File: src/rtl/calc1_if.sv
`default_nettype none
// ============================================================================
// Module   : calc1_if
// Function : Request/response bundle for the four calc1_top channels.
// Revision : 1.0 - initial release
// ============================================================================
interface calc1_if;
    logic [0:3]  req1_cmd_in;
    logic [0:3]  req2_cmd_in;
    logic [0:3]  req3_cmd_in;
    logic [0:3]  req4_cmd_in;
    logic [0:31] req1_data_in;
    logic [0:31] req2_data_in;
    logic [0:31] req3_data_in;
    logic [0:31] req4_data_in;
    logic [0:31] out_data1;
    logic [0:31] out_data2;
    logic [0:31] out_data3;
    logic [0:31] out_data4;
    logic [0:1]  out_resp1;
    logic [0:1]  out_resp2;
    logic [0:1]  out_resp3;
    logic [0:1]  out_resp4;

    modport master (
        output req1_cmd_in, req2_cmd_in, req3_cmd_in, req4_cmd_in,
        output req1_data_in, req2_data_in, req3_data_in, req4_data_in,
        input  out_data1, out_data2, out_data3, out_data4,
        input  out_resp1, out_resp2, out_resp3, out_resp4
    );

    modport slave (
        input  req1_cmd_in, req2_cmd_in, req3_cmd_in, req4_cmd_in,
        input  req1_data_in, req2_data_in, req3_data_in, req4_data_in,
        output out_data1, out_data2, out_data3, out_data4,
        output out_resp1, out_resp2, out_resp3, out_resp4
    );
endinterface
`default_nettype wire

File: src/rtl/calc1_top.sv
`default_nettype none
// ============================================================================
// Module   : calc1_top
// Function : Four independent 32-bit unsigned calculator channels (add/sub,
//            optional shl/shr when CALC1_SHIFT_EN is defined).
// Revision : 1.0 - initial release
// ============================================================================
module calc1_top (
    input  wire logic       c_clk,
    input  wire logic [1:7] reset,
    calc1_if.slave          bus
);

    localparam int N_CH = 4;

    localparam logic [1:0] ST_IDLE = 2'd0;
    localparam logic [1:0] ST_OP2  = 2'd1;
    localparam logic [1:0] ST_EXEC = 2'd2;
    localparam logic [1:0] ST_ERR  = 2'd3;

    localparam logic [0:3] CMD_ADD = 4'd1;
    localparam logic [0:3] CMD_SUB = 4'd2;
`ifdef CALC1_SHIFT_EN
    localparam logic [0:3] CMD_SHL = 4'd5;
    localparam logic [0:3] CMD_SHR = 4'd6;
`endif

    localparam logic [0:1] RESP_NONE = 2'd0;
    localparam logic [0:1] RESP_OK   = 2'd1;
    localparam logic [0:1] RESP_ERR  = 2'd2;

    // Any reset bit high clears the whole block.
    logic rst_any;
    assign rst_any = |reset;

    logic [0:3]  cmd_in   [N_CH];
    logic [0:31] data_in  [N_CH];
    logic [0:31] res_data [N_CH];
    logic [0:1]  res_resp [N_CH];

    assign cmd_in[0]  = bus.req1_cmd_in;
    assign cmd_in[1]  = bus.req2_cmd_in;
    assign cmd_in[2]  = bus.req3_cmd_in;
    assign cmd_in[3]  = bus.req4_cmd_in;
    assign data_in[0] = bus.req1_data_in;
    assign data_in[1] = bus.req2_data_in;
    assign data_in[2] = bus.req3_data_in;
    assign data_in[3] = bus.req4_data_in;

    assign bus.out_data1 = res_data[0];
    assign bus.out_data2 = res_data[1];
    assign bus.out_data3 = res_data[2];
    assign bus.out_data4 = res_data[3];
    assign bus.out_resp1 = res_resp[0];
    assign bus.out_resp2 = res_resp[1];
    assign bus.out_resp3 = res_resp[2];
    assign bus.out_resp4 = res_resp[3];

    generate
        for (genvar g = 0; g < N_CH; g++) begin : g_ch
            logic [1:0]  state_q, state_d;
            logic [0:3]  cmd_q,   cmd_d;
            logic [0:31] op1_q,   op1_d;
            logic [0:31] op2_q,   op2_d;
            logic [0:31] data_q,  data_d;
            logic [0:1]  resp_q,  resp_d;
            logic        cmd_ok;
            logic [32:0] sum_w;

            assign sum_w = {1'b0, op1_q} + {1'b0, op2_q};

            always_comb begin
                cmd_ok = 1'b0;
                case (cmd_in[g])
                    CMD_ADD, CMD_SUB: cmd_ok = 1'b1;
`ifdef CALC1_SHIFT_EN
                    CMD_SHL, CMD_SHR: cmd_ok = 1'b1;
`endif
                    default:          cmd_ok = 1'b0;
                endcase
            end

            always_ff @(posedge c_clk or posedge rst_any) begin
                if (rst_any) begin
                    state_q <= ST_IDLE;
                    cmd_q   <= '0;
                    op1_q   <= '0;
                    op2_q   <= '0;
                    data_q  <= '0;
                    resp_q  <= RESP_NONE;
                end else begin
                    state_q <= state_d;
                    cmd_q   <= cmd_d;
                    op1_q   <= op1_d;
                    op2_q   <= op2_d;
                    data_q  <= data_d;
                    resp_q  <= resp_d;
                end
            end

            // Next state plus operand capture; non-IDLE states ignore cmd_in.
            always_comb begin
                state_d = state_q;
                cmd_d   = cmd_q;
                op1_d   = op1_q;
                op2_d   = op2_q;
                case (state_q)
                    ST_IDLE: begin
                        if (cmd_ok) begin
                            state_d = ST_OP2;
                            cmd_d   = cmd_in[g];
                            op1_d   = data_in[g];
                        end else if (cmd_in[g] != 4'd0) begin
                            state_d = ST_ERR;
                        end
                    end
                    ST_OP2: begin
                        state_d = ST_EXEC;
                        op2_d   = data_in[g];
                    end
                    ST_EXEC: state_d = ST_IDLE;
                    ST_ERR:  state_d = ST_IDLE;
                    default: state_d = ST_IDLE;
                endcase
            end

            // Result words are pulses: zero unless this cycle closes an op.
            always_comb begin
                resp_d = RESP_NONE;
                data_d = '0;
                case (state_q)
                    ST_EXEC: begin
                        case (cmd_q)
                            CMD_ADD: begin
                                if (sum_w[32]) begin
                                    resp_d = RESP_ERR;
                                end else begin
                                    resp_d = RESP_OK;
                                    data_d = sum_w[31:0];
                                end
                            end
                            CMD_SUB: begin
                                if (op2_q > op1_q) begin
                                    resp_d = RESP_ERR;
                                end else begin
                                    resp_d = RESP_OK;
                                    data_d = op1_q - op2_q;
                                end
                            end
`ifdef CALC1_SHIFT_EN
                            CMD_SHL: begin
                                resp_d = RESP_OK;
                                data_d = op1_q << op2_q[27:31];
                            end
                            CMD_SHR: begin
                                resp_d = RESP_OK;
                                data_d = op1_q >> op2_q[27:31];
                            end
`endif
                            default: resp_d = RESP_ERR;
                        endcase
                    end
                    ST_ERR:  resp_d = RESP_ERR;
                    default: resp_d = RESP_NONE;
                endcase
            end

            assign res_data[g] = data_q;
            assign res_resp[g] = resp_q;
        end
    endgenerate

endmodule
`default_nettype wire

File: src/flat_wrapper.sv
// flat-port wrapper written by rule: the top's interface ports become plain ports
module calc1_top_flat 
  (c_clk, reset, bus_req1_cmd_in, bus_req2_cmd_in, bus_req3_cmd_in, bus_req4_cmd_in, bus_req1_data_in, bus_req2_data_in, bus_req3_data_in, bus_req4_data_in, bus_out_data1, bus_out_data2, bus_out_data3, bus_out_data4, bus_out_resp1, bus_out_resp2, bus_out_resp3, bus_out_resp4);
  calc1_if bus_i ();
  input  wire logic c_clk;
  input  wire logic [1:7] reset;
  input wire logic [$bits(bus_i.req1_cmd_in)-1:0] bus_req1_cmd_in;
  input wire logic [$bits(bus_i.req2_cmd_in)-1:0] bus_req2_cmd_in;
  input wire logic [$bits(bus_i.req3_cmd_in)-1:0] bus_req3_cmd_in;
  input wire logic [$bits(bus_i.req4_cmd_in)-1:0] bus_req4_cmd_in;
  input wire logic [$bits(bus_i.req1_data_in)-1:0] bus_req1_data_in;
  input wire logic [$bits(bus_i.req2_data_in)-1:0] bus_req2_data_in;
  input wire logic [$bits(bus_i.req3_data_in)-1:0] bus_req3_data_in;
  input wire logic [$bits(bus_i.req4_data_in)-1:0] bus_req4_data_in;
  output wire logic [$bits(bus_i.out_data1)-1:0] bus_out_data1;
  output wire logic [$bits(bus_i.out_data2)-1:0] bus_out_data2;
  output wire logic [$bits(bus_i.out_data3)-1:0] bus_out_data3;
  output wire logic [$bits(bus_i.out_data4)-1:0] bus_out_data4;
  output wire logic [$bits(bus_i.out_resp1)-1:0] bus_out_resp1;
  output wire logic [$bits(bus_i.out_resp2)-1:0] bus_out_resp2;
  output wire logic [$bits(bus_i.out_resp3)-1:0] bus_out_resp3;
  output wire logic [$bits(bus_i.out_resp4)-1:0] bus_out_resp4;
  assign bus_i.req1_cmd_in = bus_req1_cmd_in;
  assign bus_i.req2_cmd_in = bus_req2_cmd_in;
  assign bus_i.req3_cmd_in = bus_req3_cmd_in;
  assign bus_i.req4_cmd_in = bus_req4_cmd_in;
  assign bus_i.req1_data_in = bus_req1_data_in;
  assign bus_i.req2_data_in = bus_req2_data_in;
  assign bus_i.req3_data_in = bus_req3_data_in;
  assign bus_i.req4_data_in = bus_req4_data_in;
  assign bus_out_data1 = bus_i.out_data1;
  assign bus_out_data2 = bus_i.out_data2;
  assign bus_out_data3 = bus_i.out_data3;
  assign bus_out_data4 = bus_i.out_data4;
  assign bus_out_resp1 = bus_i.out_resp1;
  assign bus_out_resp2 = bus_i.out_resp2;
  assign bus_out_resp3 = bus_i.out_resp3;
  assign bus_out_resp4 = bus_i.out_resp4;
  calc1_top u_core (.c_clk(c_clk), .reset(reset), .bus(bus_i));
endmodule
File: config.mk
export PLATFORM = sky130hd
export DESIGN_NAME = calc1_top_flat
export DESIGN_NICKNAME = d
export VERILOG_FILES = /design/src/rtl/calc1_if.sv /design/src/rtl/calc1_top.sv /design/src/flat_wrapper.sv
export SDC_FILE = /design/constraint.sdc
export NUM_CORES = 1
export LEC_CHECK = 0
export ABC_CLOCK_PERIOD_IN_PS = 89300
export CAP_MARGIN = 20
export CELL_PAD_IN_SITES_DETAIL_PLACEMENT = 1
export CELL_PAD_IN_SITES_GLOBAL_PLACEMENT = 1
export CORE_MARGIN = 1
export CORE_UTILIZATION = 25
export DETAILED_ROUTE_END_ITERATION = 8
export GPL_ROUTABILITY_DRIVEN = 0
export PLACE_DENSITY_LB_ADDON = 0.2
export SYNTH_ARGS = -nofsm -noshare
export SYNTH_HDL_FRONTEND = slang
export SYNTH_SLANG_ARGS = --single-unit
File: constraint.sdc
create_clock -name c_clk -period 89.3 [get_ports c_clk]
set_clock_uncertainty 0.2 [all_clocks]
set_input_delay 8.93 -clock c_clk [delete_from_list [all_inputs] [get_ports c_clk]]
set_output_delay 8.93 -clock c_clk [all_outputs]
set_load 0.05 [all_outputs]
==> impl_metrics.yaml <==
die:
  die-area_um2: 118000
  die_y_um: 343
  num_rows: 124
  boundaryPins: 288
  start_util_pct: 25.3
  die_w_um: 343
  core_um2: 115000
logic_synthesis:
  synthArstFlopShare_pct: 100
  synth_edf_count: 0
  synth.cell_area_um2: 29100
  synth_cell_type_count: 91
  ys.flop_type: "dfrtp_1"
  yosys_warnings: 0
  synthesis.nets: 3612
  ys_ff_latch: 416
  syn_avg_cell_area_um2: 9.11
  yosysSeqAreaShare_pct: 35.7
  synth_cells: 3196
global_route:
  grt_pass1_vias: 26905
  grt_max_degree: 70
  overflow: 0
  grt_use_total_pct: 17.4
  grt_antenna_before_repair: 14
  grt_pass1_wl_um: 161000
worst_setup_path:
  start_kind: "input port"
  cp_slowest_cell: "buf_4"
  crit_start: "reset[5]"
  max_stage_delay_ns: 0.86
  path_max_fanout: 69
  cp.arrival_ns: 12.99
  required_ns: 89.76
  worst_r2r_path_depth: 14
  crit_top_cell: "buf_4"
  rr_startpoint: "u_core.g_ch[1].op2_q[31]$_DFFE_PP0P_"
  endpoint_kind: "asynchronous set/reset pin"
  crit_chain: "clkdlybuf4s50_1, or4_1, nor4_2, buf_4, buf_4, buf_4, buf_4"
  crit_type: "input port to asynchronous set/reset pin"
timing:
  period_minus_slack_ns: 12.53
  worst_slew_pin_slew_ns: 1.14
  setup_viol: 0
  hold_violations: 0
  drv_slew: 0
  fmax_ghz: 0.0798
  rsz0062_at_grt: "no"
  fin_setup_tns_ns: 0
  relSlewSlack_pct: 23.9
  period_share_pct: 14.0
outcome:
  status: "complete, no violations"
finish:
  fillCellCount: 13270
  drive_gt1_share_pct: 12.4
  layout.nets: 3803
  area_growth_pct: 20.7
clock_network:
  tritoncts: "built"
  post_cts_buffers: 0
  insertion_delay_ns: 0.64
  clk_pin_slew_ns: 0.06
  numCtsBuffers: 53
  cts_buffer_depth: 3
  postCtsHoldBufs: 0
  ctsResizeCount: 0
  cts_root_buffer: "clkbuf_16"
  cts.sinks: 416
  htreeDepth: 2
routing:
  drc: 0
  drt_iter0_markers: 1248
  wl_per_cell_um: 20.9
  vias: 25351
  first_pass_iters: 5
  ant_nets: 0
  wirelength_um: 103000
  vias_per_cell: 5.13
place:
  dp.final_hpwl_um: 76500
  port_buffers: 287
hold_path:
  hold_depth: 1
  min-delay-start: "u_core.g_ch[1].cmd_q[0]$_DFFE_PP0P_"
  min-delay-path-class: "flop to flop"
run:
  maxCapViolCount: 0
==> worst paths after layout <==
| kind | endpoint | slack, ns |
|---|---|---|
| max in group c_clk | bus_out_data3[25] | 78.28 |
| worst min register to register | u_core.g_ch[1].cmd_q[0]$_DFFE_PP0P_ | 0.30 |
| worst max-delay path | u_core.bus.out_data2[14]$_DFF_PP0_ | 76.77 |
| min in group asynchronous | u_core.bus.out_data4[24]$_DFF_PP0_ | 8.80 |
| worst max register to register | u_core.bus.out_data2[5]$_DFF_PP0_ | 84.15 |
| worst min-delay path | u_core.g_ch[1].cmd_q[0]$_DFFE_PP0P_ | 0.30 |
==> area by class of cell <==
| class | count | area [um^2] | share of cell area, % |
|---|---|---|---|
| antenna | 5 | 12.5 | 0.0356 |
| clock buffer | 71 | 1520 | 4.31 |
| clock inverter | 21 | 223 | 0.633 |
| inverter | 258 | 968 | 2.75 |
| multi-input combinational | 2346 | 17100 | 48.5 |
| sequential | 416 | 10400 | 29.6 |
| tap | 1512 | 1890 | 5.38 |
| timing repair buffer | 312 | 3080 | 8.76 |
==> cell usage in the layout, fill, tap and decap left out, types with 18 or more instances in the layout <==
cell	n
dfrtp_1	416
nor2_1	319
clkdlybuf4s50_1	287
a21oi_1	286
ha_1	256
inv_1	255
mux2_2	229
o21ai_0	146
nand2_1	130
nor3_1	109
a221oi_1	81
a211oi_1	74
o21bai_1	64
clkbuf_16	55
a21o_1	50
nand2b_1	48
nor2b_1	42
o22ai_1	39
o31ai_1	30
nor4_1	26
buf_4	24
o221a_2	22
nand4_1	21
a31oi_1	20
and2_1	19
nand3_1	18
or2_2	18
==> sequential cells by signal, summed over array words and instances (netlist names) <==
name / cells
u_core.bus.out_resp1: 2
u_core.g_ch.op2_q: 128
u_core.bus.out_resp3: 2
u_core.g_ch.state_q: 8
u_core.bus.out_data4: 32
u_core.g_ch.op1_q: 128
u_core.bus.out_resp2: 2
u_core.bus.out_data1: 32
u_core.bus.out_resp4: 2
u_core.g_ch.cmd_q: 16
u_core.bus.out_data2: 32
u_core.bus.out_data3: 32
==> cell usage after synthesis, drive strengths merged, types with 8 or more instances <==
master   number  share of area [%]
o21ai       149                2.6
o31ai        30               0.77
o221a        22               0.85
ha          256                 11
fa            8               0.55
buf          43               0.79
a31oi        20               0.43
o21bai       64                1.6
o211ai       17               0.44
nand2       134                1.7
a211o         8               0.24
and2         19               0.41
nand3        18               0.31
nor3        110                1.9
inv         255                3.3
or2          18               0.39
nor4         28               0.62
a2111oi      10               0.47
o41ai         9               0.36
o221ai        8               0.24
o2111ai       8               0.24
nor2b        43               0.92
a311oi       11               0.35
a21o         50                1.3
xor2          8               0.24
clkbuf      133                1.7
a211oi       78                2.1
a221oi       82                2.5
or4          10               0.26
a21boi       10               0.26
dfrtp       416                 36
o22a         11               0.33
nand4        21               0.45
and3         10               0.21
o31a         10               0.30
a21oi       287                4.9
mux2        229                8.9
nor2        321                4.1
nand2b       51                1.1
o22ai        39               0.84
o21a         17               0.44
or3          17               0.38
==> cells by family after synthesis <==
family / after synthesis / share of synthesized area (%)
flip-flops: 416 / 35.7
XOR/XNOR: 13 / 0.391
buffers and inverters: 434 / 5.85
AO/OA/AOI/OAI: 1021 / 24.2
multiplexers: 230 / 8.89
AND/OR/NAND/NOR: 818 / 13.3
adder cells (fa/ha/maj): 264 / 11.5
==> worst max-delay path: cells and delay by family <==
kind                   cells  cell delay, ns
buffers and inverters      5            3.24
AND/OR/NAND/NOR            2            0.69
==> stage by stage <==
stage | instances | hold slack [ns] | utilization [%] | area (um^2) | setup slack, ns
4_1_cts | 4935 | 0.310 | 30.5 | 35100 | 76.57
2_1_floorplan | 3196 | 0.264 | - | 29100 | 22.43
3_5_place_dp | 4843 | 0.296 | 29.0 | 33400 | 75.85
3_3_place_gp | 4843 | 0.283 | 29.0 | 33400 | 75.83
6_report | 4941 | 0.304 | 30.6 | 35200 | 76.77
5_1_grt | 4939 | 0.344 | 30.6 | 35200 | 76.21
==> layer usage <==
metal / up-vias / wire length (um) / global-route usage (%)
li1: 12039 / - / -
met1: 12730 / 47100 / 22.8
met2: 441 / 49500 / 29.4
met3: 131 / 3870 / 2.45
met4: 10 / 2540 / 5.33
met5: - / 73 / 0
Power is not shown: default switching activity piles up to over one toggle a cycle in this logic, so the estimate is an artifact.
